$ cat config.mk
export PLATFORM = sky130hd
export DESIGN_NAME = pdm_modulator
export DESIGN_NICKNAME = d
export VERILOG_FILES = /design/src/rtl/pdm_modulator.sv
export SDC_FILE = /design/constraint.sdc
export NUM_CORES = 1
export LEC_CHECK = 0
export ABC_AREA = 1
export BUFFER_PORTS_ARGS = -buffer_cell sky130_fd_sc_hd__buf_2
export CAP_MARGIN = 0
export CORE_MARGIN = 1.5
export CORE_UTILIZATION = 50
export CTS_BUF_LIST = sky130_fd_sc_hd__clkbuf_16
export DETAILED_ROUTE_END_ITERATION = 10
export PLACE_DENSITY = 0.68
export SLEW_MARGIN = 25
export SYNTH_ARGS = -nofsm -noshare
export SYNTH_HDL_FRONTEND = slang
export SYNTH_SLANG_ARGS = --single-unit
$ cat constraint.sdc
create_clock -name clk -period 7.95 [get_ports clk]
set_input_delay 0.3975 -clock clk [delete_from_list [all_inputs] [get_ports clk]]
set_output_delay 0.3975 -clock clk [all_outputs]
set_load 0.02 [all_outputs]
$ cat src/rtl/pdm_modulator.sv
// First-order sigma-delta PDM modulator fed by a small PCM sample FIFO.
// Each en tick emits one PDM bit; a frame of R bits is produced per sample.
module pdm_modulator #(
    parameter int N     = 16,
    parameter int R     = 10,
    parameter int DEPTH = 4
) (
    input  logic                     clk,
    input  logic                     rst,
    input  logic                     en,
    input  logic                     run,
    input  logic [N-1:0]             s_data,
    input  logic                     s_valid,
    output logic                     s_ready,
    output logic                     pdm_out,
    output logic                     pdm_valid,
    output logic                     busy,
    output logic                     underrun,
    input  logic                     clr_underrun,
    output logic [$clog2(DEPTH):0]   fifo_level
);

    localparam int AW = $clog2(DEPTH);
    localparam int LW = AW + 1;
    localparam int PW = $clog2(R);
    localparam logic [N-1:0]  MID  = {1'b1, {(N-1){1'b0}}};
    localparam logic [LW-1:0] FULL = LW'(DEPTH);
    localparam logic [PW-1:0] LAST = PW'(R - 1);

    typedef enum logic [0:0] {IDLE = 1'b0, RUN = 1'b1} state_t;

    state_t          state_r;
    logic [N-1:0]    mem_r [DEPTH];
    logic [AW-1:0]   wr_ptr_r;
    logic [AW-1:0]   rd_ptr_r;
    logic [LW-1:0]   level_r;
    logic            s_ready_r;
    logic [N-1:0]    acc_r;
    logic [N-1:0]    cur_r;
    logic [PW-1:0]   phase_r;
    logic            hold_r;
    logic            pdm_out_r;
    logic            pdm_valid_r;
    logic            busy_r;
    logic            underrun_r;

    logic            push_s;
    logic            pop_s;
    logic            start_s;
    logic            reload_s;
    logic            frame_end_s;
    logic            set_underrun_s;
    logic [N-1:0]    head_s;
    logic [N-1:0]    u_s;
    logic [N:0]      sum_s;
    logic [PW-1:0]   tick_phase_s;
    logic [LW-1:0]   level_next_s;

    // Next-state decode: frame sequencing, modulator input and FIFO occupancy.
    always_comb begin
        push_s = s_valid & s_ready_r;
        head_s = mem_r[rd_ptr_r];
        if (phase_r == LAST) begin
            tick_phase_s = '0;
        end else begin
            tick_phase_s = phase_r + PW'(1);
        end
        start_s     = (state_r == IDLE) && run && en && (level_r != '0);
        // A fresh sample is loaded on the first tick of a frame unless the previous frame ended empty.
        reload_s    = (state_r == RUN) && en && (tick_phase_s == '0) && !hold_r && (level_r != '0);
        frame_end_s = (state_r == RUN) && en && (tick_phase_s == LAST);
        pop_s       = start_s | reload_s;
        set_underrun_s = frame_end_s && run && (level_r == '0);
        if (pop_s) begin
            u_s = head_s ^ MID;
        end else if (state_r == RUN) begin
            u_s = cur_r ^ MID;
        end else begin
            u_s = MID;
        end
        sum_s = {1'b0, acc_r} + {1'b0, u_s};
        case ({push_s, pop_s})
            2'b10:   level_next_s = level_r + LW'(1);
            2'b01:   level_next_s = level_r - LW'(1);
            default: level_next_s = level_r;
        endcase
    end

    // Sample FIFO storage, pointers and occupancy.
    always_ff @(posedge clk) begin
        if (rst) begin
            wr_ptr_r  <= '0;
            rd_ptr_r  <= '0;
            level_r   <= '0;
            s_ready_r <= 1'b1;
        end else begin
            if (push_s) begin
                mem_r[wr_ptr_r] <= s_data;
                wr_ptr_r        <= wr_ptr_r + AW'(1);
            end
            if (pop_s) begin
                rd_ptr_r <= rd_ptr_r + AW'(1);
            end
            level_r   <= level_next_s;
            s_ready_r <= (level_next_s != FULL);
        end
    end

    // Play FSM, accumulator and registered PDM outputs.
    always_ff @(posedge clk) begin
        if (rst) begin
            state_r     <= IDLE;
            acc_r       <= '0;
            cur_r       <= '0;
            phase_r     <= '0;
            hold_r      <= 1'b0;
            pdm_out_r   <= 1'b0;
            pdm_valid_r <= 1'b0;
            busy_r      <= 1'b0;
            underrun_r  <= 1'b0;
        end else begin
            if (en) begin
                acc_r       <= sum_s[N-1:0];
                pdm_out_r   <= sum_s[N];
                pdm_valid_r <= 1'b1;
            end else begin
                pdm_valid_r <= 1'b0;
            end
            case (state_r)
                IDLE: begin
                    if (start_s) begin
                        state_r <= RUN;
                        busy_r  <= 1'b1;
                        phase_r <= '0;
                        hold_r  <= 1'b0;
                        cur_r   <= head_s;
                    end else begin
                        state_r <= IDLE;
                    end
                end
                RUN: begin
                    if (en) begin
                        phase_r <= tick_phase_s;
                    end else begin
                        phase_r <= phase_r;
                    end
                    if (reload_s) begin
                        cur_r <= head_s;
                    end else begin
                        cur_r <= cur_r;
                    end
                    if (frame_end_s) begin
                        if (!run) begin
                            state_r <= IDLE;
                            busy_r  <= 1'b0;
                        end else begin
                            hold_r  <= (level_r == '0);
                        end
                    end else begin
                        state_r <= RUN;
                    end
                end
                default: begin
                    state_r <= IDLE;
                    busy_r  <= 1'b0;
                end
            endcase
            if (set_underrun_s) begin
                underrun_r <= 1'b1;
            end else if (clr_underrun) begin
                underrun_r <= 1'b0;
            end else begin
                underrun_r <= underrun_r;
            end
        end
    end

    assign s_ready    = s_ready_r;
    assign pdm_out    = pdm_out_r;
    assign pdm_valid  = pdm_valid_r;
    assign busy       = busy_r;
    assign underrun   = underrun_r;
    assign fifo_level = level_r;

endmodule

======== Word level (Yosys, flattened, before mapping) ========
Memories as Yosys holds them, arrays and structs flattened. A register that Yosys moved wholly into a read port is not among the register bits.
Cells that the tools add are included.
cells by class
  $add $sub $neg .......................... 6
  equal/unequal tests ..................... 11
  mux-type cells .......................... 30
  bitwise operators ....................... 5
  reductions and logical operators ........ 19
operators with widths
  cell                                               count
  2-to-1 mux 16 bit                                  4
  one-hot mux 16 bit (2 select lines)                1
  adder 16 x 16 -> 17 bit                            1
  2-to-1 mux 1 bit                                   15
  2-to-1 mux 4 bit                                   3
  logical AND 1 bit                                  10
  == test 4 bit (second input constant)              2
  != test 2 bit (second input constant)              4
  one-hot mux 4 bit (2 select lines)                 1
  one-hot mux 1 bit (2 select lines)                 3
  one-hot mux 3 bit (2 select lines)                 1
  AND reduction 3 bit                                2
  adder 2 x 1 -> 2 bit (second input constant)       2
  adder 4 x 1 -> 4 bit (second input constant)       1
  zero test 4 bit                                    1
  2-to-1 mux 2 bit                                   2
  != test 2 x 1 -> 1 bit (second input constant)     2
  AND reduction 2 bit                                2
  adder 3 x 1 -> 3 bit (second input constant)       1
  zero test 3 bit                                    1
  != test 3 bit (second input constant)              1
  inverter 1 bit                                     3
  nonzero test 3 bit                                 1
  subtractor 3 x 1 -> 3 bit (second input constant)  1
  other kinds (6)                                    6
word-level totals
  bits in registers ....................... 50
  RAM bits ................................ 64
  bits of input ports ..................... 22
  word-level logic and storage cells ...... 85
  memories kept ........................... 1
memory list
  memory  words  width  rd ports  clocked after Yosys merged registers in  write ports  line  source
  mem_r   4      16     1         1                                        1            33    logic [N-1:0] mem_r [DEPTH];

======== Logic depth before layout (Yosys ltp) ========
  word-level depth ........................ 10
  gate-level depth with buffers ........... 22

======== Worst setup path before layout ========
Ideal clock, no wire load.
  path kind ............................... reg-to-reg
  from .................................... reg level_r[0] (netlist: fifo_level[0])
  to ...................................... reg acc_r[8]
  library setup time ...................... 0.115 ns
  arrival ................................. 2.569 ns
  required time ........................... 7.835 ns
  slack ................................... 5.265 ns
  cell stages (with the launch flop) ...... 18
  path buffers ............................ 1
  cells stage by stage .................... dfxtp_1 inv_1 nand3_1 nand4_1 nand2_4 buf_4 o21a_1 ha_1 inv_1 fa_1 inv_1 nand3_1 nand3_1 nand2_1 nand3_1 nand2_1 o21ai_0 inv_1
between the ends
  cells in the longest elaborated chain, start to end .. 5
  elaborated cells on any way between the ends .. 6
  classes of those cells .................. add/sub: 1; mux: 1; bitwise: 1; reduce/logical: 3
ends and longest elaborated chain
  item                                         line    source
  start: declaration                           36      logic [LW-1:0] level_r;
  start signal: assignment                     104     level_r <= level_next_s;
  nonzero test 3 bit (*)                       68, 70
  logical AND 1 bit, on equally long branches  68, 70
  bitwise OR 1 bit (*)                         72      pop_s = start_s | reload_s;
  2-to-1 mux 16 bit (*)                        74      if (pop_s) begin
  adder 16 x 16 -> 17 bit (*)                  81      sum_s = {1'b0, acc_r} + {1'b0, u_s};
  end signal: assignment                       123     acc_r <= sum_s[N-1:0];
  end: declaration                             38      logic [N-1:0] acc_r;
Mark *: on every way between the ends. The rest lies on a longest branch, timed or not.
A chain may end at the register's enable or synchronous reset.

======== Worst setup path after layout ========
  from .................................... reg state_r
  to ...................................... reg acc_r[8]
between the ends
  cells in the longest elaborated chain, start to end .. 7
  elaborated cells on any way between the ends .. 12
  classes of those cells .................. add/sub: 1; mux: 2; bitwise: 2; reduce/logical: 7
ends and longest elaborated chain
  item                                                       line    source
  start: declaration                                         32      state_t state_r;
  start signal: assignment                                   112     state_r <= IDLE;
  start signal: assignment                                   132     state_r <= RUN;
  start signal: assignment                                   138     state_r <= IDLE;
  logical AND 1 bit or inverter 1 bit (tied branches)        n/a
  logical AND 1 bit, on equally long branches (3 in series)  70, 68
  bitwise OR 1 bit                                           72
  2-to-1 mux 16 bit (*)                                      74
  adder 16 x 16 -> 17 bit (*)                                81
Marks and branches as above.

==> flow_summary_export.csv <==
group,metric,value,unit
synth,synthesis.area,5780,sq um
clock_network,cts_max_level,4,
final_layout,final_common_cell,"nand2_1",
clock_network,holdBufCountCts,0,
grt,grtUsageTotal,20.3,%
critical_path,critPathArrivalTime,3750,ps
critical_path,cp-start-kind,"flip-flop",
critical_path,cp_data_required_time,8250,ps
timing,setup-tns-final,0,ps
timing,rsz0062_at_grt,"false",
grt,grt_first_pass_wirelength,20100,microns
synth,yosysWarnings,0,
final_layout,design_area,6630,sq um
grt,grt_pass1_vias,4383,
clock_network,root_buffer,"clkbuf_16",
timing,finalSetupViolCount,0,
critical_path,r2r_slack,4500,ps
critical_path,endpoint_kind,"flip-flop",
synth,synthTopCellsByArea,"edfxtp_1 33%, dfxtp_1 18%, nand2_1 13%",
critical_path,path_delay_family,"simple AND/OR/NAND/NOR gates",
critical_path,critPathMaxFanout,50,
critical_path,r2r-start,"state_r",
clock_network,cts_made_buffers,17,
final_layout,diodes,0,
floorplan,fp.dieW,111,microns
run_status,status,"complete, no violations",
hold_path,worstHoldStart,"s_data[10]",
placement,gp_congestion,0.848,
power,ir_drop,0.155,mV
routing,postRouteAntennaNets,0,
floorplan,io_pins,30,
floorplan,initial_core_util,51.0,%
routing,drt_iter0_markers,303,
critical_path,r2r_end,"acc_r[8]",
routing,drt_pass1_iterations,5,
floorplan,die-area,12200,sq um
final_layout,multi_input_area,2310,sq um
timing,maxSlewViolCount,0,
placement,place_area,5990,sq um
clock_network,cts_setup_buffers,0,
synth,syn_area_per_cell,8.29,sq um
critical_path,cp_cell_sequence,"nand2_1 > inv_2 > nand3_1 > nor2_2 > nand3_2 > nand2_4 > o21a_1 > ha_1 > inv_1 > fa_1 > inv_1 > nand3_1 > nand3_1 > nand2_1 > nand3_1 > nand2_1 > o21ai_0 > inv_1",
synth,ys_seq_area_share,51.3,%
routing,drt-wirelength-per-cell,13.2,microns
final_layout,final_core_util,58.6,%
placement,hpwl,7640,microns
final_layout,seq_area,2960,sq um
clock_network,cts_tree,"yes",
final_layout,drive_gt1_share,10.2,%
hold_path,hold_end,"mem_r[3][10]",
timing,fin_crit_sh,43.4,%
synth,yosys.area.top_type,"edfxtp_1",
run,cap_violations,0,
power,p_per_area,268,nW/um^2
final_layout,layout_common_cells,"195 x nand2_1, 98 x inv_1, 82 x nor2_1",
routing,vias,4418,
routing,drcViolationCount,0,
hold_path,hold_class,"in -> reg",
final_layout,n_fill_cell,999,
placement,place_inst,846,
final_layout,nets,768,
synth,synth.top_cell.area_share,33.3,%
critical_path,r2r.worst_path.cells,18,
clock_network,cts_sinks,116,
floorplan,chipHeight,111,microns
clock_network,path_clk_slew,60,ps
grt,grt.overflow.total,0,
synth,synthCells,697,
routing,vias_per_cell,5.03,
final_layout,finalNonFillerCells,878,
timing,fin_worst_skew,6.12,ps
critical_path,crit_top_cell,"nand3_1",
clock_network,ctsResizeCount,0,
clock_network,clk_latency,400,ps
floorplan,placeableCoreArea,11300,sq um
critical_path,path_class,"reg -> reg",
grt,antenna_found_initial,0,
critical_path,slowest_stage,"dfxtp_1",
timing,hold_violations,0,
critical_path,critPathMaxStageDelay,720,ps
floorplan,rows,39,
critical_path,crit_buf_inv,4,
timing,max_clock_freq,290,MHz
final_layout,syn_to_final_growth,14.7,%
placement,io_buffers,29,
timing,relSlewSlack,36.4,%
grt,grt_max_degree,51,
timing,tightest_slew,953,ps
power,power_leakage,3.08,nW
synth,syn_nets,743,
clock_network,clock_path_buffers,2,
hold_path,hold_depth,1,
synth,ys_seq_elements,116,
timing,post-route-min-period,3450,ps
routing,routed_wl,11600,microns
synth,synth_cell_types,32,
## sequential cells by signal, indices dropped and copies added (netlist names), 2 cells and up, named ones only
signal,flops
wr_ptr_r,2
phase_r,4
cur_r,16
rd_ptr_r,2
acc_r,16
mem_r,64
fifo_level,3
## worst register-to-register path, cell delays in order (launching register included)
cell and delay (ps):
dfxtp_1 720, nand2_1 140, inv_2 140, nand3_1 100, nor2_2 100, nand3_2 130
nand2_4 410, o21a_1 230, ha_1 190, inv_1 70, fa_1 400, inv_1 100
nand3_1 70, nand3_1 130, nand2_1 90, nand3_1 70, nand2_1 50, o21ai_0 170
inv_1 50
## per-stage QoR
stage	power (mW)	hold slack (ps)	setup slack, ps
4_1_cts	1.79	186	4510
3_5_place_dp	0.964	460	4380
5_1_grt	1.85	199	4190
3_3_place_gp	0.956	450	4490
2_1_floorplan	0.907	440	5270
6_report	1.78	203	4500
## cells in the mapped netlist (all sizes together)
cell type  instances
nand2            198
inv              100
nor2              87
edfxtp            64
dfxtp             52
a21oi             40
nand3             35
ha                22
o21ai             22
a32o              15
clkbuf            14
o21a              14
buf               11
nand4              8
xor2               4
nor3               3
fa                 2
o211ai             2
xnor2              2
a21boi             1
o22ai              1
## report_power, final
part | internal (mW) | switching [mW]
sequential | 0.671 | 0.0218
combinational | 0.0937 | 0.168
clock | 0.553 | 0.268
## final cells by class
class                   count  area share, %
repair buffers             31           2.42
well taps                 143           2.70
flip-flops and latches    116           44.7
multi-input cells         456           34.9
clock buffers              17           6.42
inverters                 100           5.66
clock inverters            15           3.21
## routing by layer
layer / vias up / track usage (%) / part of all wire (%)
li1: 2307 / - / -
met2: 105 / 33.2 / 48
met3: 18 / 4.28 / 4.7
met5: - / 0 / 0
met1: 1988 / 26.7 / 46
met4: 0 / 7.52 / 1.5
## cell families after synthesis
group                    share of synthesized area (%)
AND/OR/NAND/NOR                                   23.0
buffers and inverters                             8.86
flip-flops                                        51.3
AO/OA/AOI/OAI                                     10.5
adder cells (fa/ha/maj)                           5.46
XOR/XNOR                                         0.909
## how the worst max path moves through the flow
stage / from / to / slack (ps) / depth (start not counted)
detailed placement: en / acc_r[8] / 4380 / 19
global route: state_r / acc_r[12] / 4190 / 20
finish: state_r / acc_r[8] / 4500 / 18
global placement: en / acc_r[8] / 4490 / 19
floorplan: fifo_level[0] / acc_r[8] / 5270 / 17
CTS: state_r / acc_r[8] / 4510 / 18
Note: power is estimated with default switching activity, not from simulation.
